===== src/rtl/pattern_gen_sdl_top.sv =====
// ============================================================================
// Module      : pattern_gen_sdl_top
// Description : Parametrised video test-pattern source for the SDL harness:
//               raster counters plus colour bars, checkerboard, gradient and
//               scrolling bars. Optional macro PATTERN_BORDER_EN adds a white
//               one-pixel border around the visible area.
// Revision    : 1.0 - initial release
// ============================================================================
`default_nettype none

module pattern_gen_sdl_top #(
    parameter int H_VISIBLE   = 640,
    parameter int H_TOTAL     = 800,
    parameter int V_VISIBLE   = 480,
    parameter int V_TOTAL     = 525,
    parameter int POS_W       = 10,
    parameter int COLOR_W     = 8,
    parameter int CHECK_LOG2  = 5,
    parameter int SCROLL_STEP = 2
) (
    input  logic               i_clk,
    input  logic               i_rst,
    input  logic [1:0]         i_mode,
    output logic [POS_W-1:0]   o_sdl_hpos,
    output logic [POS_W-1:0]   o_sdl_vpos,
    output logic               o_sdl_visible,
    output logic [COLOR_W-1:0] o_sdl_r,
    output logic [COLOR_W-1:0] o_sdl_g,
    output logic [COLOR_W-1:0] o_sdl_b,
    output logic               o_frame_start
);

    localparam int                 c_BW     = H_VISIBLE / 8;
    localparam logic [POS_W-1:0]   c_H_LAST = POS_W'(H_TOTAL - 1);
    localparam logic [POS_W-1:0]   c_V_LAST = POS_W'(V_TOTAL - 1);
    localparam logic [POS_W-1:0]   c_H_VIS  = POS_W'(H_VISIBLE);
    localparam logic [POS_W-1:0]   c_V_VIS  = POS_W'(V_VISIBLE);
    localparam logic [POS_W:0]     c_H_VIS_W = (POS_W+1)'(H_VISIBLE);
    localparam logic [POS_W:0]     c_STEP_W  = (POS_W+1)'(SCROLL_STEP);
    localparam logic [COLOR_W-1:0] c_FULL   = {COLOR_W{1'b1}};

    // Raster and per-frame state
    logic [POS_W-1:0]   r_h;
    logic [POS_W-1:0]   r_v;
    logic [1:0]         r_mode;
    logic [POS_W-1:0]   r_scroll;
    logic [7:0]         r_fcnt;

    // Output pipeline registers
    logic [POS_W-1:0]   r_hpos;
    logic [POS_W-1:0]   r_vpos;
    logic               r_visible;
    logic [COLOR_W-1:0] r_r;
    logic [COLOR_W-1:0] r_g;
    logic [COLOR_W-1:0] r_b;
    logic               r_fs;

    logic               w_fs;
    logic               w_h_last;
    logic               w_v_last;
    logic               w_visible;
    logic [POS_W:0]     w_scroll_sum;
    logic [POS_W-1:0]   w_scroll_next;
    logic [1:0]         w_mode_cur;
    logic [POS_W-1:0]   w_scroll_cur;
    logic [7:0]         w_fcnt_cur;
    logic [POS_W:0]     w_x3_sum;
    logic [POS_W:0]     w_x3;
    logic [2:0]         w_k0;
    logic [2:0]         w_k3;
    logic [COLOR_W-1:0] w_grad_r;
    logic [COLOR_W-1:0] w_grad_g;
    logic [COLOR_W-1:0] w_grad_b;
    logic [COLOR_W-1:0] w_pr;
    logic [COLOR_W-1:0] w_pg;
    logic [COLOR_W-1:0] w_pb;

    // Bar index from seven threshold comparisons against multiples of c_BW
    function automatic logic [2:0] bar_index(input logic [POS_W:0] x);
        logic [2:0] k;
        k = 3'd0;
        for (int i = 1; i < 8; i++) begin
            k = k + {2'b00, (x >= (POS_W+1)'(c_BW * i))};
        end
        return k;
    endfunction

    assign w_fs      = (r_h == '0) && (r_v == '0);
    assign w_h_last  = (r_h == c_H_LAST);
    assign w_v_last  = (r_v == c_V_LAST);
    assign w_visible = (r_h < c_H_VIS) && (r_v < c_V_VIS);

    assign w_scroll_sum  = {1'b0, r_scroll} + c_STEP_W;
    assign w_scroll_next = (w_scroll_sum >= c_H_VIS_W) ? POS_W'(w_scroll_sum - c_H_VIS_W)
                                                       : POS_W'(w_scroll_sum);

    // The frame-start pixel itself must already use the freshly latched state
    assign w_mode_cur   = w_fs ? i_mode        : r_mode;
    assign w_scroll_cur = w_fs ? w_scroll_next : r_scroll;
    assign w_fcnt_cur   = w_fs ? (r_fcnt + 8'd1) : r_fcnt;

    assign w_x3_sum = {1'b0, r_h} + {1'b0, w_scroll_cur};
    assign w_x3     = (w_x3_sum >= c_H_VIS_W) ? (w_x3_sum - c_H_VIS_W) : w_x3_sum;
    assign w_k0     = bar_index({1'b0, r_h});
    assign w_k3     = bar_index(w_x3);

    generate
        if (COLOR_W <= POS_W) begin : g_grad_trunc
            assign w_grad_r = r_h[COLOR_W-1:0];
            assign w_grad_g = r_v[COLOR_W-1:0];
        end else begin : g_grad_ext
            assign w_grad_r = {{(COLOR_W-POS_W){1'b0}}, r_h};
            assign w_grad_g = {{(COLOR_W-POS_W){1'b0}}, r_v};
        end
        if (COLOR_W <= 8) begin : g_fcnt_trunc
            assign w_grad_b = w_fcnt_cur[COLOR_W-1:0];
        end else begin : g_fcnt_ext
            assign w_grad_b = {{(COLOR_W-8){1'b0}}, w_fcnt_cur};
        end
    endgenerate

    always_comb begin
        w_pr = '0;
        w_pg = '0;
        w_pb = '0;
        if (w_visible) begin
            case (w_mode_cur)
                2'd0: begin
                    w_pr = w_k0[2] ? c_FULL : '0;
                    w_pg = w_k0[1] ? c_FULL : '0;
                    w_pb = w_k0[0] ? c_FULL : '0;
                end
                2'd1: begin
                    if (r_h[CHECK_LOG2] ^ r_v[CHECK_LOG2]) begin
                        w_pr = c_FULL;
                        w_pg = c_FULL;
                        w_pb = c_FULL;
                    end
                end
                2'd2: begin
                    w_pr = w_grad_r;
                    w_pg = w_grad_g;
                    w_pb = w_grad_b;
                end
                default: begin
                    w_pr = w_k3[2] ? c_FULL : '0;
                    w_pg = w_k3[1] ? c_FULL : '0;
                    w_pb = w_k3[0] ? c_FULL : '0;
                end
            endcase
`ifdef PATTERN_BORDER_EN
            if ((r_h == '0) || (r_h == c_H_VIS - POS_W'(1)) ||
                (r_v == '0) || (r_v == c_V_VIS - POS_W'(1))) begin
                w_pr = c_FULL;
                w_pg = c_FULL;
                w_pb = c_FULL;
            end
`else
            w_pr = w_pr;
`endif
        end
    end

    always_ff @(posedge i_clk) begin
        if (i_rst) begin
            r_h      <= '0;
            r_v      <= '0;
            r_mode   <= 2'd0;
            r_scroll <= '0;
            r_fcnt   <= 8'd0;
        end else begin
            if (w_h_last) begin
                r_h <= '0;
                r_v <= w_v_last ? '0 : r_v + POS_W'(1);
            end else begin
                r_h <= r_h + POS_W'(1);
            end
            if (w_fs) begin
                r_mode   <= i_mode;
                r_scroll <= w_scroll_next;
                r_fcnt   <= r_fcnt + 8'd1;
            end
        end
    end

    always_ff @(posedge i_clk) begin
        if (i_rst) begin
            r_hpos    <= '0;
            r_vpos    <= '0;
            r_visible <= 1'b0;
            r_r       <= '0;
            r_g       <= '0;
            r_b       <= '0;
            r_fs      <= 1'b0;
        end else begin
            r_hpos    <= r_h;
            r_vpos    <= r_v;
            r_visible <= w_visible;
            r_r       <= w_pr;
            r_g       <= w_pg;
            r_b       <= w_pb;
            r_fs      <= w_fs;
        end
    end

    assign o_sdl_hpos    = r_hpos;
    assign o_sdl_vpos    = r_vpos;
    assign o_sdl_visible = r_visible;
    assign o_sdl_r       = r_r;
    assign o_sdl_g       = r_g;
    assign o_sdl_b       = r_b;
    assign o_frame_start = r_fs;

endmodule

`default_nettype wire

===== config.mk =====
export PLATFORM = sky130hd
export DESIGN_NAME = pattern_gen_sdl_top
export DESIGN_NICKNAME = d
export VERILOG_FILES = /design/src/rtl/pattern_gen_sdl_top.sv
export SDC_FILE = /design/constraint.sdc
export NUM_CORES = 1
export LEC_CHECK = 0
export CAP_MARGIN = 10
export CORE_MARGIN = 10
export CORE_UTILIZATION = 30
export DETAILED_ROUTE_END_ITERATION = 7
export GPL_TIMING_DRIVEN = 0
export SLEW_MARGIN = 10
export SYNTH_ARGS = -nofsm -noshare
export SYNTH_HDL_FRONTEND = slang
export SYNTH_SLANG_ARGS = --single-unit

===== constraint.sdc =====
create_clock -name i_clk -period 18.3 [get_ports i_clk]
set_clock_uncertainty 0.15 [all_clocks]
set_input_delay 3.66 -clock i_clk [delete_from_list [all_inputs] [get_ports i_clk]]
set_output_delay 3.66 -clock i_clk [all_outputs]
set_load 0.05 [all_outputs]

## Yosys cells after proc, flatten, opt, wreduce, memory -nomap -nowiden

Cells that the tools add are included.

- Memories: 0
- Latch bits: 0
- Bits in registers: 86
- Output and inout bits: 46
- Bits of input ports: 4
- Word-level logic and storage cells: 78
- Memory bits (writable): 0
- Memory bits (read-only): 0

- Add/sub/neg operators: 19
- Bitwise logic cells: 2
- Equality and inequality tests: 4
- Magnitude comparators: 18
- Multiply operators: 0
- Muxes and demuxes: 16
- Div/mod/pow operators: 0
- Shift-type cells: 0
- Reductions and logical operators: 7

Operators with widths:

| kind | number |
|---|---|
| one-hot mux 8 bit (3 select lines) | 3 |
| two-way mux 8 bit | 8 |
| greater-or-equal comparator 11 x 10 -> 1 bit (second input constant) | 3 |
| greater-or-equal comparator 11 x 9 -> 1 bit (second input constant) | 3 |
| greater-or-equal comparator 10 x 9 -> 1 bit (second input constant) | 3 |
| two-way mux 10 bit | 3 |
| adder 3 x 1 -> 3 bit | 8 |
| greater-or-equal comparator 11 x 8 -> 1 bit (second input constant) | 2 |
| adder 10 x 1 -> 10 bit (second input constant) | 2 |
| == test 10 bit (second input constant) | 2 |
| greater-or-equal comparator 10 x 8 -> 1 bit (second input constant) | 2 |
| zero test 10 bit | 2 |
| adder 10 x 10 -> 11 bit | 1 |
| adder 10 x 2 -> 11 bit (second input constant) | 1 |
| greater-or-equal comparator 11 x 7 -> 1 bit (second input constant) | 1 |
| two-way mux 11 bit | 1 |
| subtractor 11 x 10 -> 11 bit (second input constant) | 1 |
| greater-or-equal comparator 10 bit (second input constant) | 1 |
| greater-or-equal comparator 10 x 7 -> 1 bit (second input constant) | 1 |
| < comparator 10 bit (second input constant) | 1 |
| < comparator 10 x 9 -> 1 bit (second input constant) | 1 |
| subtractor 10 bit (second input constant) | 1 |
| adder 8 x 1 -> 8 bit (second input constant) | 1 |
| adder 2 x 1 -> 3 bit | 2 |
| 9 further kinds | 12 |

## Logic depth before layout (Yosys ltp)

Gate-level depths: netlist of the first run.

- Depth after elaboration: 16
- Depth in mapped cells: 28

## Worst setup path before layout of the first run

OpenSTA, ideal clock, no wires.

- Kind: reg-to-reg
- Start: register r_scroll[4]
- End: register r_g[0], in the netlist o_sdl_g[0]
- Library setup time: 138 ps
- Cell stages (with the launch flop): 27
- Slack: 11264 ps
- Data required time: 18012 ps
- Path buffers: 2
- Arrival: 6748 ps
- Path through: dfxtp_1 > clkbuf_1 > and3_1 > nand3_1 > xor2_1 > ha_1 > nand2_1 > o31ai_1 > a21boi_0 > o21a_1 > or3_1 > ha_1 > clkbuf_1 > a311o_1 > o221ai_2 > ha_1 > inv_1 > a211o_1 > a32oi_1 > nor4b_1 > fa_1 > fa_1 > inv_1 > fa_1 > fa_1 > o21ai_1 > a21oi_1

- Cells in the longest elaborated chain, start to end: 16

RTL lines:

| element | RTL line | RTL |
|---|---|---|
| start: declaration | 46 | `logic [POS_W-1:0] r_scroll;` |
| start signal: assignment | 180 | `r_scroll <= w_scroll_next;` |
| adder 10 x 2 -> 11 bit * | 93 | `assign w_scroll_sum = {1'b0, r_scroll} + c_STEP_W;` |
| subtractor 10 bit / greater-or-equal comparator 11 x 10 -> 1 bit (equally long branches) | 94 | `assign w_scroll_next = (w_scroll_sum >= c_H_VIS_W) ? POS_W'(w_scroll_sum - c_H_VIS_W)` |
| two-way mux 10 bit * | 94 |  |
| two-way mux 10 bit * | - |  |
| net w_scroll_cur[8] | 65 | `logic [POS_W-1:0] w_scroll_cur;` |
| adder 10 x 10 -> 11 bit * | 102 | `assign w_x3_sum = {1'b0, r_h} + {1'b0, w_scroll_cur};` |
| subtractor 11 x 10 -> 11 bit / greater-or-equal comparator 11 x 10 -> 1 bit (equally long branches) | 103 | `assign w_x3 = (w_x3_sum >= c_H_VIS_W) ? (w_x3_sum - c_H_VIS_W) : w_x3_sum;` |
| two-way mux 11 bit * | 103 |  |
| greater-or-equal comparator 11 x 7 -> 1 bit / greater-or-equal comparator 11 x 8 -> 1 bit (equally long branches) | 83 | `k = k + {2'b00, (x >= (POS_W+1)'(c_BW * i))};` |
| adder 1 x 1 -> 2 bit | 83 |  |
| adder 2 x 1 -> 3 bit | 83 |  |
| adder 3 x 1 -> 3 bit (3 in a row) | 83 |  |
| adder 3 x 1 -> 3 bit * | 83 |  |
| two-way mux 8 bit * | 147 | `w_pg = w_k3[1] ? c_FULL : '0;` |
| one-hot mux 8 bit (3 select lines) * | 127 | `case (w_mode_cur)` |
| end signal: assignment | 200 | `r_g <= w_pg;` |
| end: declaration | 54 | `logic [COLOR_W-1:0] r_g;` |

Mark *: on every way through the listed nets, which the timed path passes. The rest lies on a longest branch.
A chain may end at the register's enable or synchronous reset.

## Worst setup path in the final report of the first run

- Start: register r_scroll[4]
- End: register r_g[6], in the netlist o_sdl_g[6]

The elaborated chain is that of the path after synthesis.

==> metrics, run 1 <==
Main synth FF type dfxtp_1; Starting Density 0.306; Critical Path Sink Type flop; layout cells sized above 1 0.0580; Worst EP required 18350 ps; R2R Setup Slk around 10000 ps; slowest stage delay, CP 560 ps; vias in the first global route 3653; Synthesized Nets between 500 and 600; async set-reset flop share out of synthesis 0; CTS Sinks 85; GRT Total Usage 0.112; Worst-Margin Slew 860 ps; Crit path max-delay family compound AO/OA/AOI/OAI gates; ANT cells 0; Power Density 79.8 mW/mm^2; R2R Path Start r_scroll[4]; slowest CP cell fa_1; HP Start r_v[0]; Synth warnings 0; via count 3733; max_cap viols 0; Hold Path Depth 2; grt ovf 0; pin count of the biggest net entering global routing 14; critical path arrival 8190 ps; fin util 0.375; FF-to-FF path depth 26; Hold Fails Final Rpt 0; Mapped Area 0.00447 mm^2; initial drt markers 191; post-CTS setup buffers 0; global-route wire length before repair 18500 um; vias per cell 4.96; Setup TNS 0 ps; Chip Height 142 um; Tcrit/Tclk final 0.445; CP Max Fanout 9; row cnt 44; global placement routability congestion 0.844; Hold Path End o_sdl_g[0]; antenna violations before repair 0; RR Endpoint o_sdl_g[6]; cts bufs inserted 9; Detail Placement HPWL 8460 um; Final #Nets a little under 600; status complete, no violations; drt drc 0; DP Area 0.00519 mm^2; Worst Path Buf+Inv 4; clk root buf clkbuf_16; io pins 50; RSZ-0062 raised after global routing false; Clock Latency Late Sink 340 ps; die width between 100 and 150 um; CTS clock-pin slew for the worst setup and hold paths roughly 60 ps; Gate Count Post-Synth 504; post-DR wirelength/cell 14.8 um; fmax 123 MHz; Max clock buf depth 2; Max H-tree Level 3; Slew Viols, Final 0; Fill cells 1427; # port buffers 49; critical setup path kind flop to flop; Die ar. a little over 0.02 mm^2; post_cts resized 0; Area Overhead vs Synth 22.5%; WL final 11100 um; hold buffers post-CTS 0; final antenna-violating net count 0; sequential share of the synthesized area 0.381; DR pass1 iterations 5; P_leak 2.17 nW; Netlist cell types 55; Post-synth EDFFs 0; min Tclk post-route around 8100 ps; crit path launch type flop; Peak VDD IR between 0.00004 and 0.00005 V; most frequent CP cell fa_1; Yosys reg bits 85; CTS tree done; Final Power 0.437 mW; core footprint 0.0146 mm^2; final setup fails 0; syn_area_per_cell 8.86 um^2; HP Class flop to flop; design area 0.00547 mm^2; Slew headroom 0.422
-- synthesized netlist by cell type, types with 12 or more instances --
master	instances	area share
dfxtp_1	85	0.38
nand2_1	50	0.042
a21oi_1	46	0.052
nor2b_1	35	0.049
nor2_1	33	0.028
xnor2_1	23	0.045
clkbuf_1	22	0.018
ha_1	20	0.056
inv_1	16	0.013
xor2_1	15	0.029
nand4_1	13	0.018
and3_1	12	0.017
-- worst max-delay path by stage --
stage	startpoint	end	slack [ps]	cells after the start
6_report	r_scroll[4]	o_sdl_g[6]	10160	26
3_3_place_gp	r_scroll[4]	o_sdl_g[2]	10540	26
2_1_floorplan	r_scroll[4]	o_sdl_g[0]	11260	26
4_1_cts	r_scroll[4]	o_sdl_g[1]	10210	26
3_5_place_dp	r_scroll[5]	o_sdl_g[1]	10220	26
5_1_grt	r_v[5]	o_sdl_g[6]	9540	25
-- kinds of logic (layout without fill, tap and decap cells) --
logic type | Yosys count | after routing | share of synthesized area
mux | 3 | 3 | 0.00896
simple gates | 195 | 195 | 0.227
buf+inv | 42 | 107 | 0.0378
xor+xnor | 38 | 38 | 0.0745
flops | 85 | 85 | 0.381
fa+ha+maj | 29 | 29 | 0.0964
compound gates | 112 | 112 | 0.174
-- where the power goes --
part	switching, mW	internal, mW	leakage (nW)
combinational	0.0411	0.0225	1.34
sequential	0.00493	0.192	0.689
clock	0.0703	0.106	0.141
-- tightest hold or removal path, cell delays in order (launching register included) --
cell and delay (ps):
dfxtp_1 350, nand2_1 70, a21oi_1 50
-- state kept, by name, indices dropped and copies added (netlist names) --
signal / count
r_scroll: 9
o_sdl_vpos: 10
o_sdl_hpos: 10
o_sdl_r: 8
o_sdl_b: 8
o_sdl_visible: 1
r_fcnt: 8
o_sdl_g: 8
o_frame_start: 1
r_mode: 2
r_v: 10
r_h: 10
-- layout make-up --
type | count | area [um^2] | area share
Buffer | 26 | 109 | 0.0199
Clock buffer | 12 | 236 | 0.0432
Clock inverter | 4 | 48.8 | 0.00892
Inverter | 16 | 60.1 | 0.0110
Multi-Input combinational cell | 377 | 2600 | 0.474
Sequential cell | 85 | 1700 | 0.311
Tap cell | 184 | 230 | 0.0421
Timing Repair Buffer | 49 | 490 | 0.0896
-- stage by stage --
stage / instances / worst slack, ps / hold WS [ps]
6_report: 753 / 10160 / 369
3_3_place_gp: 737 / 10540 / 349
4_1_cts: 753 / 10210 / 373
5_1_grt: 753 / 9540 / 408
3_5_place_dp: 737 / 10220 / 364
2_1_floorplan: 504 / 11260 / 314
-- layer usage --
metal  wire, um  track usage  up-vias
li1           -            -     1873
met1       5300        0.148     1755
met2       5090        0.171       93
met3        596       0.0347       12
met4        136       0.0350        0
met5          0            0        -
-- layout by cell type (no fill, tap or decap), types with 3 or more instances in the layout --
cell | netlist | layout
fa_1 | 9 | 9
a211oi_1 | 4 | 4
a21boi_0 | 3 | 3
o31ai_1 | 3 | 3
inv_1 | 16 | 16
nand4_1 | 13 | 13
xor2_1 | 15 | 15
nor4_1 | 4 | 4
a31oi_1 | 6 | 6
clkbuf_1 | 22 | 25
a21o_1 | 10 | 10
a22oi_1 | 3 | 3
o21a_1 | 3 | 3
clkbuf_16 | 0 | 9
nor2b_1 | 35 | 35
and2_1 | 5 | 5
dfxtp_1 | 85 | 85
ha_1 | 20 | 20
and3_1 | 12 | 12
a21oi_1 | 46 | 46
nor3_1 | 10 | 10
or3_1 | 8 | 8
nor2_1 | 33 | 33
nand2_1 | 50 | 50
xnor2_1 | 23 | 23
nand3_1 | 11 | 11
o21ai_1 | 3 | 3
buf_2 | 3 | 3
clkdlybuf4s50_1 | 0 | 49
o21ai_0 | 11 | 11
a2bb2oi_4 | 3 | 3
or2_2 | 3 | 3
(Power assumes the default switching activity.)
==> inputs of run 2 (changes only) <==
==> constraint.sdc (replaced) <==
create_clock -name i_clk -period 8.2 [get_ports i_clk]
set_clock_uncertainty 0.15 [all_clocks]
set_input_delay 1.64 -clock i_clk [delete_from_list [all_inputs] [get_ports i_clk]]
set_output_delay 1.64 -clock i_clk [all_outputs]
set_load 0.05 [all_outputs]
==> run 2 against run 1 <==
Effect of this change: hold slack barely moved; setup slack got worse by 9600 ps; combinational power rose by 120%; critical endpoint unchanged; highest routed layer unchanged; utilization rose by 0.40 points; largest cell class unchanged; sequential share of layout area fell by 0.33 points; final cell count did not move; power rose by 120%; sequential cell count did not move; clock power rose by 120%; via count fell by 0.38%.
==> metrics, run 2 (synthesis results as in run 1) <==
vias in the first global route 3653 (unchanged); final antenna-violating net count 0 (unchanged); Fin Hold WS 369 ps (-0.277 ps); hold buffers post-CTS 0 (unchanged); post_cts resized 0 (unchanged); antenna violations before repair 0 (unchanged); Peak VDD IR 0.0000950 V (+120%); DR pass1 iterations 5 (unchanged); slowest CP cell fa_1; Fill cells 1420 (-0.49%); die width 142 um (unchanged); Hold Fails Final Rpt 0 (unchanged); Worst-Margin Slew 861 ps (+1.08 ps); post-DR wirelength/cell 14.8 um (+0.38%); critical path arrival 7720 ps (-470 ps); status complete, no violations; Chip Height 142 um (unchanged); Slew headroom 0.422 (-0.000728); crit path launch type flop; CTS clock-pin slew for the worst setup and hold paths 60 ps (about the same); min Tclk post-route 7660 ps (-483 ps); most frequent CP cell fa_1; R2R Setup Slk 540 ps (-9620 ps); fmax 131 MHz (+6.3%); Power Density 176 mW/mm^2 (+120%); core footprint 0.0146 mm^2 (unchanged); final setup fails 0 (unchanged); Max clock buf depth 2 (unchanged); CP Max Fanout 9 (unchanged); layout cells sized above 1 0.0756 (+0.0176); Tcrit/Tclk final 0.934 (+0.489); drt drc 0 (unchanged); critical setup path kind flop to flop; RSZ-0062 raised after global routing false; global placement routability congestion 0.844 (unchanged); Slew Viols, Final 0 (unchanged); HP Class flop to flop; commonest non-fill, non-tap cell in the layout dfxtp_1; Die ar. 0.0202 mm^2 (unchanged); Setup TNS 0 ps (unchanged); clk root buf clkbuf_16; slowest stage delay, CP 560 ps (about the same); Clock Latency Late Sink 340 ps (about the same); Max H-tree Level 3 (unchanged); grt ovf 0 (unchanged); GRT Total Usage 0.112 (unchanged); row cnt 44 (unchanged); ANT cells 0 (unchanged); Critical Path Sink Type flop; CTS tree done; io pins 50 (unchanged); most frequent cells in the layout dfxtp_1 (85), nand2_1 (50), clkdlybuf4s50_1 (49), a21oi_1 (45), nor2b_1 (35); WL final 11200 um (+0.38%); vias per cell 4.94 (-0.38%); max_cap viols 0 (unchanged); Starting Density 0.306 (unchanged); pin count of the biggest net entering global routing 14 (unchanged); # port buffers 49 (unchanged); CTS Sinks 85 (unchanged); initial drt markers 193 (+1.0%); Final #Nets 597 (unchanged); Area Overhead vs Synth 23.8%; post-CTS setup buffers 0 (unchanged); global-route wire length before repair 18500 um (unchanged); cts bufs inserted 9 (unchanged); Detail Placement HPWL 8460 um (unchanged); P_leak 2.19 nW (+0.99%); Worst EP required 8270 ps (-10080 ps); via count 3719 (-0.38%)
[run 2: cell types whose count changed in the layout (fill, tap and decap cells not counted), moves of 2 or more]
| cell | delta |
|---|---|
| nor3_1 | -2 |
| nor3_2 | +2 |
| o21ai_1 | -2 |
| o21ai_2 | +2 |
[run 2: per-layer routing]
| layer | vias up | share of wire | GRT usage |
|---|---|---|---|
| li1 | 1873 | - | - |
| met1 | 1742 | 0.47 | 0.148 |
| met5 | - | 0 | 0 |
| met4 | 0 | 0.016 | 0.0350 |
| met2 | 89 | 0.46 | 0.171 |
| met3 | 15 | 0.054 | 0.0347 |
[run 2: worst paths after layout]
check               end   startpoint  cells after the start
max          o_sdl_g[6]  r_scroll[4]                     26
min reg2reg  o_sdl_g[0]       r_v[0]                      2
max reg2reg  o_sdl_g[6]  r_scroll[4]                     26
min          o_sdl_g[0]       r_v[0]                      2
[run 2: where the power goes]
group | total (mW) | switching, mW | internal, mW
combinational | 0.143 | 0.0919 | 0.0507
sequential | 0.440 | 0.0110 | 0.429
clock | 0.393 | 0.157 | 0.236
total | 0.975 | 0.260 | 0.715
[run 2: metrics by stage]
stage               worst slack [ps]  total power, mW  instance area (um^2)  std cells   util
floorplan                       1160            0.549                  4470        504      -
global placement                 436            0.590                  5190        737  0.356
detailed placement               120            0.591                  5190        737  0.356
CTS                              112            0.986                  5470        753  0.375
global route                    34.8             1.02                  5530        753  0.379
finish                           544            0.975                  5530        753  0.379
[run 2: area by class of cell]
cell class | count | area (um^2) | area share
Clock buffer | 12 | 236 | 0.0428
Multi-Input combinational cell | 377 | 2650 | 0.480
Inverter | 16 | 60.1 | 0.0109
Clock inverter | 4 | 48.8 | 0.00882
Sequential cell | 85 | 1700 | 0.308
Timing Repair Buffer | 49 | 490 | 0.0887
Buffer | 26 | 110 | 0.0199
Tap cell | 184 | 230 | 0.0416
[run 2: worst max-delay path: cells and delay by family (launching register included)]
kind,cells,cell delay [ps]
AOI/OAI and AO/OA,9,2440
DFF,1,300
adders and majority gates,7,2720
xor gates and xnor gates,1,250
buffers and inverters,4,620
and+or+nand+nor,5,1030
==> inputs of run 3 (changes only) <==
--- a/config.mk
+++ b/config.mk
@@ -5,7 +5,6 @@
 export SDC_FILE = /design/constraint.sdc
 export NUM_CORES = 1
 export LEC_CHECK = 0
-export CAP_MARGIN = 10
 export CORE_MARGIN = 10
 export CORE_UTILIZATION = 30
 export DETAILED_ROUTE_END_ITERATION = 7
==> results of run 3 <==
Same layout as run 2: the final DEF is identical, and so are final timing and power.
